**config.mk**
```make
export PLATFORM = sky130hd
export DESIGN_NAME = btn_conditioner
export DESIGN_NICKNAME = d
export VERILOG_FILES = /design/src/rtl/mm_pkg.sv /design/src/rtl/btn_debounce.sv /design/src/rtl/btn_conditioner.sv
export SDC_FILE = /design/constraint.sdc
export NUM_CORES = 1
export LEC_CHECK = 0
export BUFFER_PORTS_ARGS = -buffer_cell sky130_fd_sc_hd__buf_2
export CORE_UTILIZATION = 45
export DETAILED_ROUTE_END_ITERATION = 7
export SLEW_MARGIN = 20
export SYNTH_ARGS = -nofsm -noshare
export SYNTH_HDL_FRONTEND = slang
export SYNTH_SLANG_ARGS = --single-unit
```
**constraint.sdc**
```tcl
create_clock -name clk -period 3.51 [get_ports clk]
set_input_delay 0.351 -clock clk [delete_from_list [all_inputs] [get_ports clk]]
set_output_delay 0.351 -clock clk [all_outputs]
set_load 0.02 [all_outputs]
```
**src/rtl/mm_pkg.sv**
```systemverilog
// rtl/mm_pkg.sv - Mastermind shared constants: button indices and repeat-FSM states.
package mm_pkg;

  localparam int NUM_BTNS = 5;

  localparam int BTN_S = 0;
  localparam int BTN_R = 1;
  localparam int BTN_L = 2;
  localparam int BTN_U = 3;
  localparam int BTN_D = 4;

  typedef enum logic [1:0] {
    IDLE,
    HOLD,
    REPEAT
  } rpt_state_e;

endpackage

```
**src/rtl/btn_debounce.sv**
```systemverilog
// rtl/btn_debounce.sv - one button channel: synchronizer, debounce, press pulse.
// Hold-to-repeat FSM is compiled in only when BTN_AUTOREPEAT_EN is defined.
module btn_debounce
  import mm_pkg::*;
#(
  parameter int DEBOUNCE_CYCLES = 500000
`ifdef BTN_AUTOREPEAT_EN
  ,
  parameter int REPEAT_DELAY = 50000000,
  parameter int REPEAT_RATE  = 10000000
`endif
) (
  input  logic clk,
  input  logic rst,
  input  logic raw,
  output logic pulse,
  output logic level
);

  localparam int DW = $clog2(DEBOUNCE_CYCLES + 1);

  logic          sync1;
  logic          sync2;
  logic [DW-1:0] db_cnt;
  logic          settle;
  logic          rise;

  // settle marks the edge on which the level flips; the FSM reacts on that same edge
  assign settle = (sync2 != level) && (db_cnt == DW'(DEBOUNCE_CYCLES - 1));
  assign rise   = settle && !level;

  always_ff @(posedge clk) begin
    if (rst) begin
      sync1  <= 1'b0;
      sync2  <= 1'b0;
      db_cnt <= '0;
      level  <= 1'b0;
    end else begin
      sync1 <= raw;
      sync2 <= sync1;
      if (sync2 == level) begin
        db_cnt <= '0;
      end else if (settle) begin
        db_cnt <= '0;
        level  <= ~level;
      end else begin
        db_cnt <= db_cnt + DW'(1);
      end
    end
  end

`ifdef BTN_AUTOREPEAT_EN
  localparam int RMAX = (REPEAT_DELAY > REPEAT_RATE) ? REPEAT_DELAY : REPEAT_RATE;
  localparam int RW   = $clog2(RMAX + 1);

  rpt_state_e    state;
  logic [RW-1:0] rpt_cnt;
  logic          fall;

  assign fall = settle && level;

  // a release that settles on a terminal-count edge wins, so no pulse follows release
  always_ff @(posedge clk) begin
    if (rst) begin
      state   <= IDLE;
      rpt_cnt <= '0;
      pulse   <= 1'b0;
    end else begin
      pulse <= 1'b0;
      if (fall) begin
        state   <= IDLE;
        rpt_cnt <= '0;
      end else begin
        case (state)
          IDLE: begin
            rpt_cnt <= '0;
            if (rise) begin
              pulse <= 1'b1;
              state <= HOLD;
            end
          end
          HOLD: begin
            if (rpt_cnt == RW'(REPEAT_DELAY - 1)) begin
              pulse   <= 1'b1;
              state   <= REPEAT;
              rpt_cnt <= '0;
            end else begin
              rpt_cnt <= rpt_cnt + RW'(1);
            end
          end
          REPEAT: begin
            if (rpt_cnt == RW'(REPEAT_RATE - 1)) begin
              pulse   <= 1'b1;
              rpt_cnt <= '0;
            end else begin
              rpt_cnt <= rpt_cnt + RW'(1);
            end
          end
          default: begin
            state   <= IDLE;
            rpt_cnt <= '0;
          end
        endcase
      end
    end
  end
`else
  always_ff @(posedge clk) begin
    if (rst) begin
      pulse <= 1'b0;
    end else begin
      pulse <= rise;
    end
  end
`endif

endmodule

```
**src/rtl/btn_conditioner.sv**
```systemverilog
// rtl/btn_conditioner.sv - five-button front end producing debounced levels and press pulses.
// Define BTN_AUTOREPEAT_EN to add hold-to-repeat pulses on every channel.
module btn_conditioner #(
  parameter int NUM_BTNS        = mm_pkg::NUM_BTNS,
  parameter int DEBOUNCE_CYCLES = 500000,
  parameter int REPEAT_DELAY    = 50000000,
  parameter int REPEAT_RATE     = 10000000
) (
  input  logic                clk,
  input  logic                rst,
  input  logic [NUM_BTNS-1:0] btn_raw,
  output logic [NUM_BTNS-1:0] btn_pulse,
  output logic [NUM_BTNS-1:0] btn_level
);

  if (DEBOUNCE_CYCLES < 1 || REPEAT_DELAY < 1 || REPEAT_RATE < 1) begin : g_param_check
    $error("btn_conditioner: DEBOUNCE_CYCLES, REPEAT_DELAY and REPEAT_RATE must be >= 1");
  end

  for (genvar i = 0; i < NUM_BTNS; i++) begin : g_ch
    btn_debounce #(
      .DEBOUNCE_CYCLES(DEBOUNCE_CYCLES)
`ifdef BTN_AUTOREPEAT_EN
      ,
      .REPEAT_DELAY(REPEAT_DELAY),
      .REPEAT_RATE (REPEAT_RATE)
`endif
    ) u_ch (
      .clk  (clk),
      .rst  (rst),
      .raw  (btn_raw[i]),
      .pulse(btn_pulse[i]),
      .level(btn_level[i])
    );
  end

endmodule

```
After elaboration in Yosys (flattened, before gate mapping)
Index checks and enable logic that the tools add are counted.
- bits in registers: 115
- bits of input ports: 7
- logic and storage cells: 80
- add/sub/neg operators: 5
- eq/ne operators: 15
- bitwise gates (word level): 10
- reduce and logical (&&, ||, !) cells: 25
- operators by type and width (kind ; count):
    19-bit by 1-bit adder with 19-bit output, second input constant ; 5
    19-bit == test, second input constant ; 5
    3-bit OR reduction ; 5
    1-bit logical AND ; 10
    1-bit inverter ; 10
    2-bit AND reduction ; 5
    1-bit == test ; 5
    1-bit zero test ; 5
    1-bit inequality test ; 5

Depth between registers and ports, before layout
Gate-level depths: netlist of the first run.
- depth in word-level cells: 3
- depth in mapped cells: 7
- mapped depth without buffers: 5

Modules after synthesis
A second synthesis of the first run with hierarchy kept.
- cell total of the unflattened synthesis: 569
- area, all modules: 5157.4 µm²
- by module, submodules not included (module ; times used ; cells each ; area an instance (µm²) ; seq. area each (µm²)):
    btn_debounce (g_ch[0].u_ch ...) ; 4 ; 111 ; 1008.5 ; 460.4
    btn_debounce (g_ch[2].u_ch) ; 1 ; 125 ; 1123.6 ; 460.4

Worst setup path after synthesis of the first run
Ideal clock, no wire load.
- kind: reg-to-reg
- start point: reg g_ch[2].u_ch.db_cnt[6]
- end point: reg g_ch[2].u_ch.db_cnt[7]
- library setup time: 114 ps
- data arrival time: 1775 ps
- slack: 1621 ps
- stages on the path, launching flop included: 6
- period minus slack after synthesis: 1889 ps
- cell sequence: dfxtp_1 > or4_4 > or4_4 > o21ai_4 > buf_6 > nor2_1
- longest elaborated chain between the ends: 3
- elaborated cells between the ends (all ways): 4
- classes of those cells: 1 x add/sub; 1 x eq/ne; 2 x reduce/logical
- ends and longest elaborated chain (item ; RTL line ; text):
    start, declared ; btn_debounce.sv:24 ; logic [DW-1:0] db_cnt;
    start signal, assigned ; btn_debounce.sv:47 ; db_cnt <= db_cnt + DW'(1);
    branches (longest 3 deep; another with 19-bit by 1-bit adder with 19-bit output) ; n/a ;
Several ways; the timed one is not identified.
A chain may end at the register's enable or synchronous reset.

Final worst setup path of the first run
- start point: reg g_ch[0].u_ch.db_cnt[0]
- end point: reg g_ch[0].u_ch.db_cnt[4]
- longest elaborated chain between the ends: 3
- elaborated cells between the ends (all ways): 4
- classes of those cells: 1 x add/sub; 1 x eq/ne; 2 x reduce/logical
- ends and longest elaborated chain (item ; RTL line):
    start, declared ; btn_debounce.sv:24
    start signal, assigned ; btn_debounce.sv:47
    branches (longest 3 deep; another with 19-bit by 1-bit adder with 19-bit output) ; n/a
Several ways; the timed one is not identified.

==> results of run 1 <==
[metrics by stage]
step,power (W),worst slack (ns)
5_1_grt,0.00326,1.12
2_1_floorplan,0.00136,1.62
3_3_place_gp,0.00137,1.37
6_report,0.00316,1.35
4_1_cts,0.00320,1.34
3_5_place_dp,0.00137,1.37
[cell families (layout without fill, tap and decap cells)]
| kind of cell | after synthesis | in the layout |
|---|---|---|
| adders and majority gates | 5 | 5 |
| xor gates and xnor gates | 66 | 66 |
| buffers and inverters | 34 | 56 |
| AOI/OAI and AO/OA | 63 | 63 |
| and+or+nand+nor | 288 | 288 |
| DFF | 115 | 115 |
[routing by layer]
layer,GRT usage,routed length (um),up-vias,part of all wire
li1,-,-,2062,-
met1,0.247,5000,1905,0.51
met2,0.288,4460,52,0.45
met3,0.0536,313,7,0.032
met4,0.0793,97,0,0.0098
met5,0,0,-,0
[cell type report]
class                      count  share of cell area
inverter                       5             0.00322
clock inverter                 9              0.0260
timing repair buffer          19              0.0176
tap                          140              0.0301
clock buffer                  23              0.0821
multi-input combinational    422               0.446
sequential                   115               0.395
[state kept, by name, indices dropped and copies added, names as in the netlist]
signal            count
g_ch.u_ch.pulse       5
g_ch.u_ch.db_cnt     95
g_ch.u_ch.level       5
g_ch.u_ch.sync1       5
g_ch.u_ch.sync2       5
[cell usage in the layout, fill, tap and decap left out, types with 4 or more instances in the layout]
master	n
xnor2_1	21
dfxtp_1	115
nand2_1	26
or4_1	9
and4_1	17
and2_1	7
bufinv_16	4
nand3_1	34
o31ai_1	8
nor4b_1	7
nor2b_1	11
o21ai_0	21
a21oi_1	29
xor2_1	45
and3_1	11
nor3_1	7
ha_1	5
nor4_1	6
clkbuf_16	17
nand4_1	41
inv_1	5
nor2_1	77
or3_1	18
buf_2	16
[worst max-delay path, cell delays in order (launching register included)]
cell     delay (ns)
dfxtp_1        0.34
ha_1           0.21
and4_1         0.34
nand4_1        0.21
o21ai_1        0.59
buf_4          0.29
nor2_1         0.06
[where the power goes]
part	leakage, nW	internal (W)	switching, W
clock	0.307	0.00124	0.000571
combinational	0.668	0.00000991	0.0000174
sequential	0.928	0.00131	0.00000410
[path summary, 6_finish.rpt]
kind                                             start                endpoint  slack [ns]  cells after the start
worst max register to register  g_ch[0].u_ch.db_cnt[0]  g_ch[0].u_ch.db_cnt[4]        1.35                      6
worst min register to register      g_ch[1].u_ch.sync1      g_ch[1].u_ch.sync2        0.44                      1
worst min-delay path                        btn_raw[0]      g_ch[0].u_ch.sync1        0.15                      2
worst max-delay path            g_ch[0].u_ch.db_cnt[0]  g_ch[0].u_ch.db_cnt[4]        1.35                      6
==> metrics.csv, run 1 <==
stage;metric;value;unit
yosys;postSynthAreaPerCell;8.89;um2
finish;antenna_cells;0;
clocking;clk_pin_slew;0.05;ns
finish;n_fill_cell;1061;
routing;routed_via_density;5.49;
status;outcome;finished, final reports clean;
finish;final_layout_size_suffix_gt1_frac;0.0961;
global_route;overflow;0;
clocking;cts_tree;built;
pwr;power_density;542;nW/um2
yosys;synthArstFlopShare;0;
floorplanning;fp.dieW;108;um
yosys;synthCells;571;
yosys;yosysWarnings;0;
routing;routed_wl;9.88;mm
floorplanning;die-area;11700;um2
routing;dr.pass1.iters;4;
yosys;seq_area_frac_synth;0.453;
sta;period_share;0.617;
sta;clock_skew;0.00454;ns
yosys;synth_compound_area_frac;0.0695;
routing;wire_per_inst;13.5;um
clocking;cts_root_buf;clkbuf_16;
finish;stdcell_area;5820;um2
routing;drtAntennaViolNets;0;
yosys;yosys.area_share.simple;0.316;
floorplanning;core.rowCount;38;
sta;finalHoldViolCount;0;
floorplanning;initial_utilization;0.464;
clocking;h-tree-depth;4;
yosys;ys_types;41;
yosys;synth_nets;583;
global_route;antenna_found_initial;0;
hold_path;hold_path.class;input port to flop;
clocking;clkSinkCount;115;
yosys;synth_top_family_by_area;simple AND/OR/NAND/NOR gates;
finish;final_cell_count_no_fill;733;
pwr;ir_drop;0.485;mV
yosys;synth_top_area_share;0.453;
yosys;synth_flop_cell;dfxtp_1;
sta;max_freq;462;MHz
sta;drv_slew;0;
floorplanning;coreArea;10900;um2
global_route;grt_max_degree;26;
clocking;ctsResizeCount;0;
yosys;synth_common_cells;dfxtp_1, nor2_1, xor2_1;
run;maxCapViolations;0;
floorplanning;die_h;108;um
placement;hpwl;6.71;mm
clocking;cts_setup_buffers;0;
clocking;cts_max_path_buffers;2;
sta;setup_violations;0;
critical_path;cp_max_fo;10;
yosys;synth_xor_area_frac;0.114;
clocking;postCtsHoldBufs;0;
critical_path;cp.arrival;2.46;ns
clocking;clock_latency;0.40;ns
placement;gp_congestion;0.800;
sta;worst_pin_slew;0.741;ns
yosys;synth_edf_count;0;
yosys;synth_area;5080;um2
finish;multiInputGateArea;2600;um2
routing;drtIter0Drc;134;
critical_path;timing.critical_path.to_type;flop;
sta;rsz0062_at_grt;false;
yosys;synth.most_common_cell;dfxtp_1;
critical_path;criticalPathCategory;flop to flop;
sta;relSlewSlack;0.505;
routing;vias;4026;
placement;io_buffers;16;
finish;final_nets;592;
routing;drc;0;
floorplanning;io_pins;17;
finish;fin_util;0.533;
global_route;grt.total_usage;0.188;
placement;place_area;5190;um2
yosys;synth_top_area_cell;dfxtp_1;
finish;seqCellArea;2300;um2
global_route;grt_pass1_wl;17.2;mm
clocking;cts_buffers;17;
yosys;synth-seq-cells;115;
sta;timing.hold.ws;0.154;ns
pwr;p_leak;1.90;nW
finish;syn2layout_area_growth;14.7;%
yosys;yosys-top-cells-area;dfxtp_1, xor2_1, nor2_1, nand4_1, xnor2_1;
global_route;grt_pass1_vias;3747;
critical_path;crit_path_start_kind;flop;
sta;fin_setup_tns;0;ns
sta;period_needed;2.16;ns
yosys;synth_mux_area_frac;0;
yosys;yosys.area_share.adder;0.0123;
placement;placed_cells;701;
critical_path;cp_data_required_time;3.80;ns
Note: power is estimated with default switching activity, not from simulation.
==> run 2, diff against run 1 <==
- clock period: 3.51 -> 1.9 ns (I/O delays scaled with it)
==> run 2 against run 1 <==
Critical path depth decreased by 1. Clock skew rose by 0.0036 ns. Largest cell class unchanged. Clock-buffer cell count is 1 higher. Register-to-register slack got worse by 1.3 ns. Global-route usage rose by 0.49 points. Sequential power rose by 85%. Sequential share of layout area is 0.92 points lower. Sequential cell count is the same. Power rose by 70%. Utilization grew 1.3 points. First-iteration DRC count is 42% higher. Worst hold slack got worse by 0.085 ns.
==> metrics.csv, run 2 (same netlist as run 1, synthesis figures left out) <==
stage;metric;value;unit
critical_path;cp.arrival;2.14;ns
run;maxCapViolations;0;
finish;final_layout_size_suffix_gt1_frac;0.126;
finish;fin_util;0.545;
placement;io_buffers;16;
global_route;overflow;0;
floorplanning;core.rowCount;38;
finish;final_cell_mix;dfxtp_1, nor2_1, xor2_1;
routing;routed_via_density;5.49;
critical_path;cp-startpoint;g_ch[2].u_ch.db_cnt[6];
routing;drtAntennaViolNets;0;
clocking;cts_tree;built;
sta;period_share;0.971;
sta;drv_slew;0;
pwr;p_leak;2.01;nW
critical_path;cp.buffers_inverters;1;
routing;dr.pass1.iters;4;
finish;final_common_cell;dfxtp_1;
clocking;cts_setup_buffers;0;
finish;largest-register;g_ch.u_ch.db_cnt;
sta;period_needed;1.84;ns
sta;fin_setup_tns;0;ns
critical_path;crit_chain;or4_4, or4_4, o21ai_4, buf_12, nor2_1;
critical_path;crit_path_frequent_cell;or4_4;
global_route;grt.total_usage;0.193;
routing;drtIter0Drc;190;
floorplanning;fp.dieW;108;um
critical_path;timing.critical_path.to_type;flop;
routing;vias;4158;
status;outcome;finished, final reports clean;
clocking;clkSinkCount;115;
global_route;grt_pass1_wl;17.5;mm
routing;route.met2.wl;4.68;mm
global_route;grt_pass1_vias;3842;
sta;relSlewSlack;0.648;
pwr;power_density;901;nW/um2
routing;top_layer_used;met4;
global_route;grt_max_degree;20;
clocking;clock_latency;0.41;ns
routing;wire_per_inst;13.3;um
floorplanning;die-area;11700;um2
floorplanning;initial_utilization;0.464;
floorplanning;die_h;108;um
clocking;cts_root_buf;clkbuf_16;
sta;worst_pin_slew;0.520;ns
finish;n_fill_cell;1034;
pwr;ir_drop;0.577;mV
finish;antenna_cells;0;
sta;max_freq;542;MHz
clocking;cts_max_path_buffers;2;
routing;routed_wl;10.1;mm
pwr;p_total;0.00537;W
sta;clock_skew;0.00812;ns
critical_path;cp_data_required_time;2.20;ns
hold_path;hp-start;btn_raw[4];
finish;final_nets;619;
routing;drt-met1-wl;4.89;mm
placement;placed_cells;724;
placement;gp_congestion;0.786;
sta;setup_violations;0;
global_route;antenna_found_initial;0;
floorplanning;io_pins;17;
critical_path;cp_max_fo;19;
placement;hpwl;7.03;mm
critical_path;criticalPathCategory;flop to flop;
critical_path;path_delay_family;simple AND/OR/NAND/NOR gates;
routing;drc;0;
floorplanning;coreArea;10900;um2
finish;largest_register_ffs;95;
clocking;cts_buffers;17;
critical_path;critPathMaxStageDelay;0.53;ns
critical_path;critPathSlowestCell;or4_4;
hold_path;hold_path.class;input port to flop;
critical_path;crit_path_start_kind;flop;
critical_path;rr_startpoint;g_ch[2].u_ch.db_cnt[6];
clocking;clk_pin_slew;0.05;ns
sta;finalHoldViolCount;0;
sta;timing.hold.ws;0.0685;ns
finish;syn2layout_area_growth;17.4;%
sta;rsz0062_at_grt;false;
clocking;h-tree-depth;4;
finish;final_cell_count_no_fill;758;
routing;wl_met3;367;um
run 2: worst reg2reg max path, stage by stage (launching register included):
cell and delay (ns):
dfxtp_1 0.31, or4_4 0.53, or4_4 0.51, o21ai_4 0.16, buf_12 0.17, nor2_1 0.07
run 2: cell type report:
type,count,area [um2],area share
tap,140,175,0.0294
timing repair buffer,46,328,0.0550
sequential,115,2300,0.386
clock buffer,24,482,0.0808
inverter,5,18.8,0.00315
clock inverter,6,55.1,0.00923
multi-input combinational,422,2600,0.436
run 2: stage by stage:
stage / setup slack [ns] / cell area, um2
3_3_place_gp: 0.0873 / 5380
2_1_floorplan: 0.0109 / 5080
6_report: 0.0550 / 5960
4_1_cts: 0.0554 / 5960
5_1_grt: 0.00239 / 5960
3_5_place_dp: 0.0627 / 5380
run 2: routing by layer:
metal | track usage | vias to the layer above
met2 | 0.292 | 74
li1 | - | 2103
met5 | 0 | -
met4 | 0.0978 | 0
met1 | 0.246 | 1968
met3 | 0.0609 | 13
run 2: report_power, final:
group	total [W]	switching (W)	internal [W]
sequential	0.00244	0.00000730	0.00243
combinational	0.0000649	0.0000352	0.0000298
clock	0.00287	0.00100	0.00187
run 2: what timing repair did:
| action | in CTS | in global routing |
|---|---|---|
| endpoints found under the setup margin | 0 | 4 |
| hold endpoints to repair | 4 | 0 |
| hold buffers | 4 | 0 |
| resized for setup | 0 | 1 |
run 2: final timing paths:
check                                 end  slack [ns]  cells after the start
hold / removal         g_ch[4].u_ch.sync1        0.07                      2
hold reg to reg        g_ch[1].u_ch.sync2        0.44                      1
setup reg to reg  g_ch[2].u_ch.db_cnt[10]        0.06                      5
setup / recovery  g_ch[2].u_ch.db_cnt[10]        0.06                      5
==> run 3, diff against run 2 <==
==> constraint.sdc (replaced) <==
create_clock -name clk -period 1.9 [get_ports clk]
set_input_delay 0.285 -clock clk [delete_from_list [all_inputs] [get_ports clk]]
set_output_delay 0.285 -clock clk [all_outputs]
set_load 0.02 [all_outputs]
==> run 3 against run 2 <==
Non-clock buffer count down 4. Clock skew decreased by 0.0011 ns. Critical path type unchanged. Power rose by 9.0%. Setup slack improved by 0.013 ns. Wire length fell by 2.9%. Worst hold slack gained 0.019 ns. Register-to-register slack about the same. Maximum frequency up 0.69%. Die area unchanged.
==> metrics.csv, run 3 (same netlist as run 1, synthesis figures left out) <==
stage;metric;value;unit
sta;setup_violations;0;
global_route;use_met2;0.293;
hold_path;hold_path.class;input port to flop;
finish;largest_register_ffs;95;
routing;dr.pass1.iters;4;
status;outcome;finished, final reports clean;
floorplanning;io_pins;17;
floorplanning;coreArea;10900;um2
clocking;postCtsHoldBufs;0;
routing;drtIter0Drc;208;
sta;rsz0062_at_grt;true;
clocking;cts_buffers;17;
pwr;combPwrFrac;0.010;
placement;io_buffers;16;
global_route;grt.total_usage;0.188;
critical_path;crit_path_frequent_cell;or4_4;
finish;antenna_cells;0;
critical_path;critPathSlowestCell;or4_4;
sta;worst_slack;0.0678;ns
pwr;seqPwrFrac;0.416;
routing;routed_wl;9.79;mm
finish;final_common_cell;dfxtp_1;
global_route;antenna_found_initial;0;
placement;dp_slack;0.0584;ns
pwr;ir_drop;0.642;mV
sta;finalHoldViolCount;0;
critical_path;critPathMaxStageDelay;0.53;ns
routing;drtAntennaViolNets;0;
global_route;grt_pass1_vias;3863;
floorplanning;die_h;108;um
critical_path;cp_max_fo;19;
clocking;clkSinkCount;115;
critical_path;crit_path_start_kind;flop;
clocking;h-tree-depth;4;
routing;wire_per_inst;13.0;um
global_route;grtUsageMet3;0.0597;
finish;final_nets;615;
sta;worst_pin_slew;0.464;ns
pwr;switching_share;0.196;
critical_path;crit_chain;or4_4, or4_4, o21ai_4, buf_12, a21oi_1;
finish;syn2layout_area_growth;18.6;%
clocking;cts_root_buf;clkbuf_16;
placement;hpwl;6.92;mm
pwr;p_leak;2.02;nW
global_route;grt_max_degree;20;
pwr;switchingPower;0.00115;W
pwr;clockPowerShare;0.574;
sta;period_share;0.964;
pwr;internal-power;0.00471;W
finish;fin_util;0.551;
sta;fin_setup_tns;0;ns
run;maxCapViolations;0;
clocking;clock_latency;0.41;ns
clocking;clk_pin_slew;0.05;ns
routing;routed_via_density;5.35;
floorplanning;die-area;11700;um2
critical_path;cp.arrival;2.12;ns
floorplanning;core.rowCount;38;
finish;final_layout_size_suffix_gt1_frac;0.135;
floorplanning;fp.dieW;108;um
global_route;grt_pass1_wl;17.1;mm
critical_path;path_delay_family;simple AND/OR/NAND/NOR gates;
finish;largest-register;g_ch.u_ch.db_cnt;
routing;drc;0;
routing;vias;4041;
global_route;use_met1;0.235;
critical_path;criticalPathCategory;flop to flop;
sta;max_freq;546;MHz
finish;final_cell_mix;dfxtp_1, nor2_1, xor2_1;
critical_path;timing.critical_path.to_type;flop;
sta;clock_skew;0.00702;ns
placement;gp_congestion;0.775;
critical_path;cp_data_required_time;2.19;ns
pwr;power_density;972;nW/um2
global_route;overflow;0;
sta;relSlewSlack;0.686;
sta;drv_slew;0;
critical_path;cp.buffers_inverters;1;
floorplanning;initial_utilization;0.464;
global_route;grt_busiest_layer;met2;
sta;period_needed;1.83;ns
clocking;cts_tree;built;
clocking;cts_max_path_buffers;2;
run 3: path summary, 6_finish.rpt:
| kind | cells past startpoint | startpoint | end | slack (ns) |
|---|---|---|---|---|
| worst max-delay path | 5 | g_ch[2].u_ch.db_cnt[6] | g_ch[2].u_ch.db_cnt[17] | 0.07 |
| worst min-delay path | 2 | btn_raw[3] | g_ch[3].u_ch.sync1 | 0.09 |
| worst max register to register | 5 | g_ch[2].u_ch.db_cnt[6] | g_ch[2].u_ch.db_cnt[17] | 0.07 |
| worst min register to register | 1 | g_ch[0].u_ch.db_cnt[0] | g_ch[0].u_ch.db_cnt[0] | 0.44 |
run 3: power groups by stage:
| stage | registers [W] | logic, W | clock network [W] |
|---|---|---|---|
| 3_3_place_gp | 0.00248 | 0.0000577 | 0 |
| 3_5_place_dp | 0.00249 | 0.0000591 | 0 |
| 4_1_cts | 0.00243 | 0.0000595 | 0.00343 |
| 2_1_floorplan | 0.00248 | 0.0000348 | 0 |
| 5_1_grt | 0.00243 | 0.0000669 | 0.00357 |
| 6_report | 0.00243 | 0.0000584 | 0.00336 |
run 3: through the flow:
| stage | area, um2 | instances | power [W] | hold WS, ns |
|---|---|---|---|---|
| floorplan | 5080 | 571 | 0.00252 | 0.413 |
| global placement | 5380 | 724 | 0.00254 | 0.418 |
| global route | 6020 | 756 | 0.00607 | 0.0932 |
| detailed placement | 5380 | 724 | 0.00254 | 0.429 |
| finish | 6020 | 756 | 0.00586 | 0.0872 |
| CTS | 6020 | 756 | 0.00592 | 0.0759 |
run 3: layer usage:
metal,share of wire,vias up
li1,-,2104
met1,0.50,1881
met2,0.45,46
met3,0.032,10
met4,0.012,0
met5,0,-
run 3: cell type report:
class / count / area (um2)
Inverter: 5 / 18.8
Clock buffer: 19 / 453
Clock inverter: 13 / 183
Multi-Input combinational cell: 422 / 2600
Timing Repair Buffer: 42 / 288
Tap cell: 140 / 175
Sequential cell: 115 / 2300
Fill cell: 1018 / 4910
run 3: repair_timing:
item	in CTS	in global routing
endpoints found under the setup margin	0	20
buffers inserted	0	0
gates resized for setup	0	1
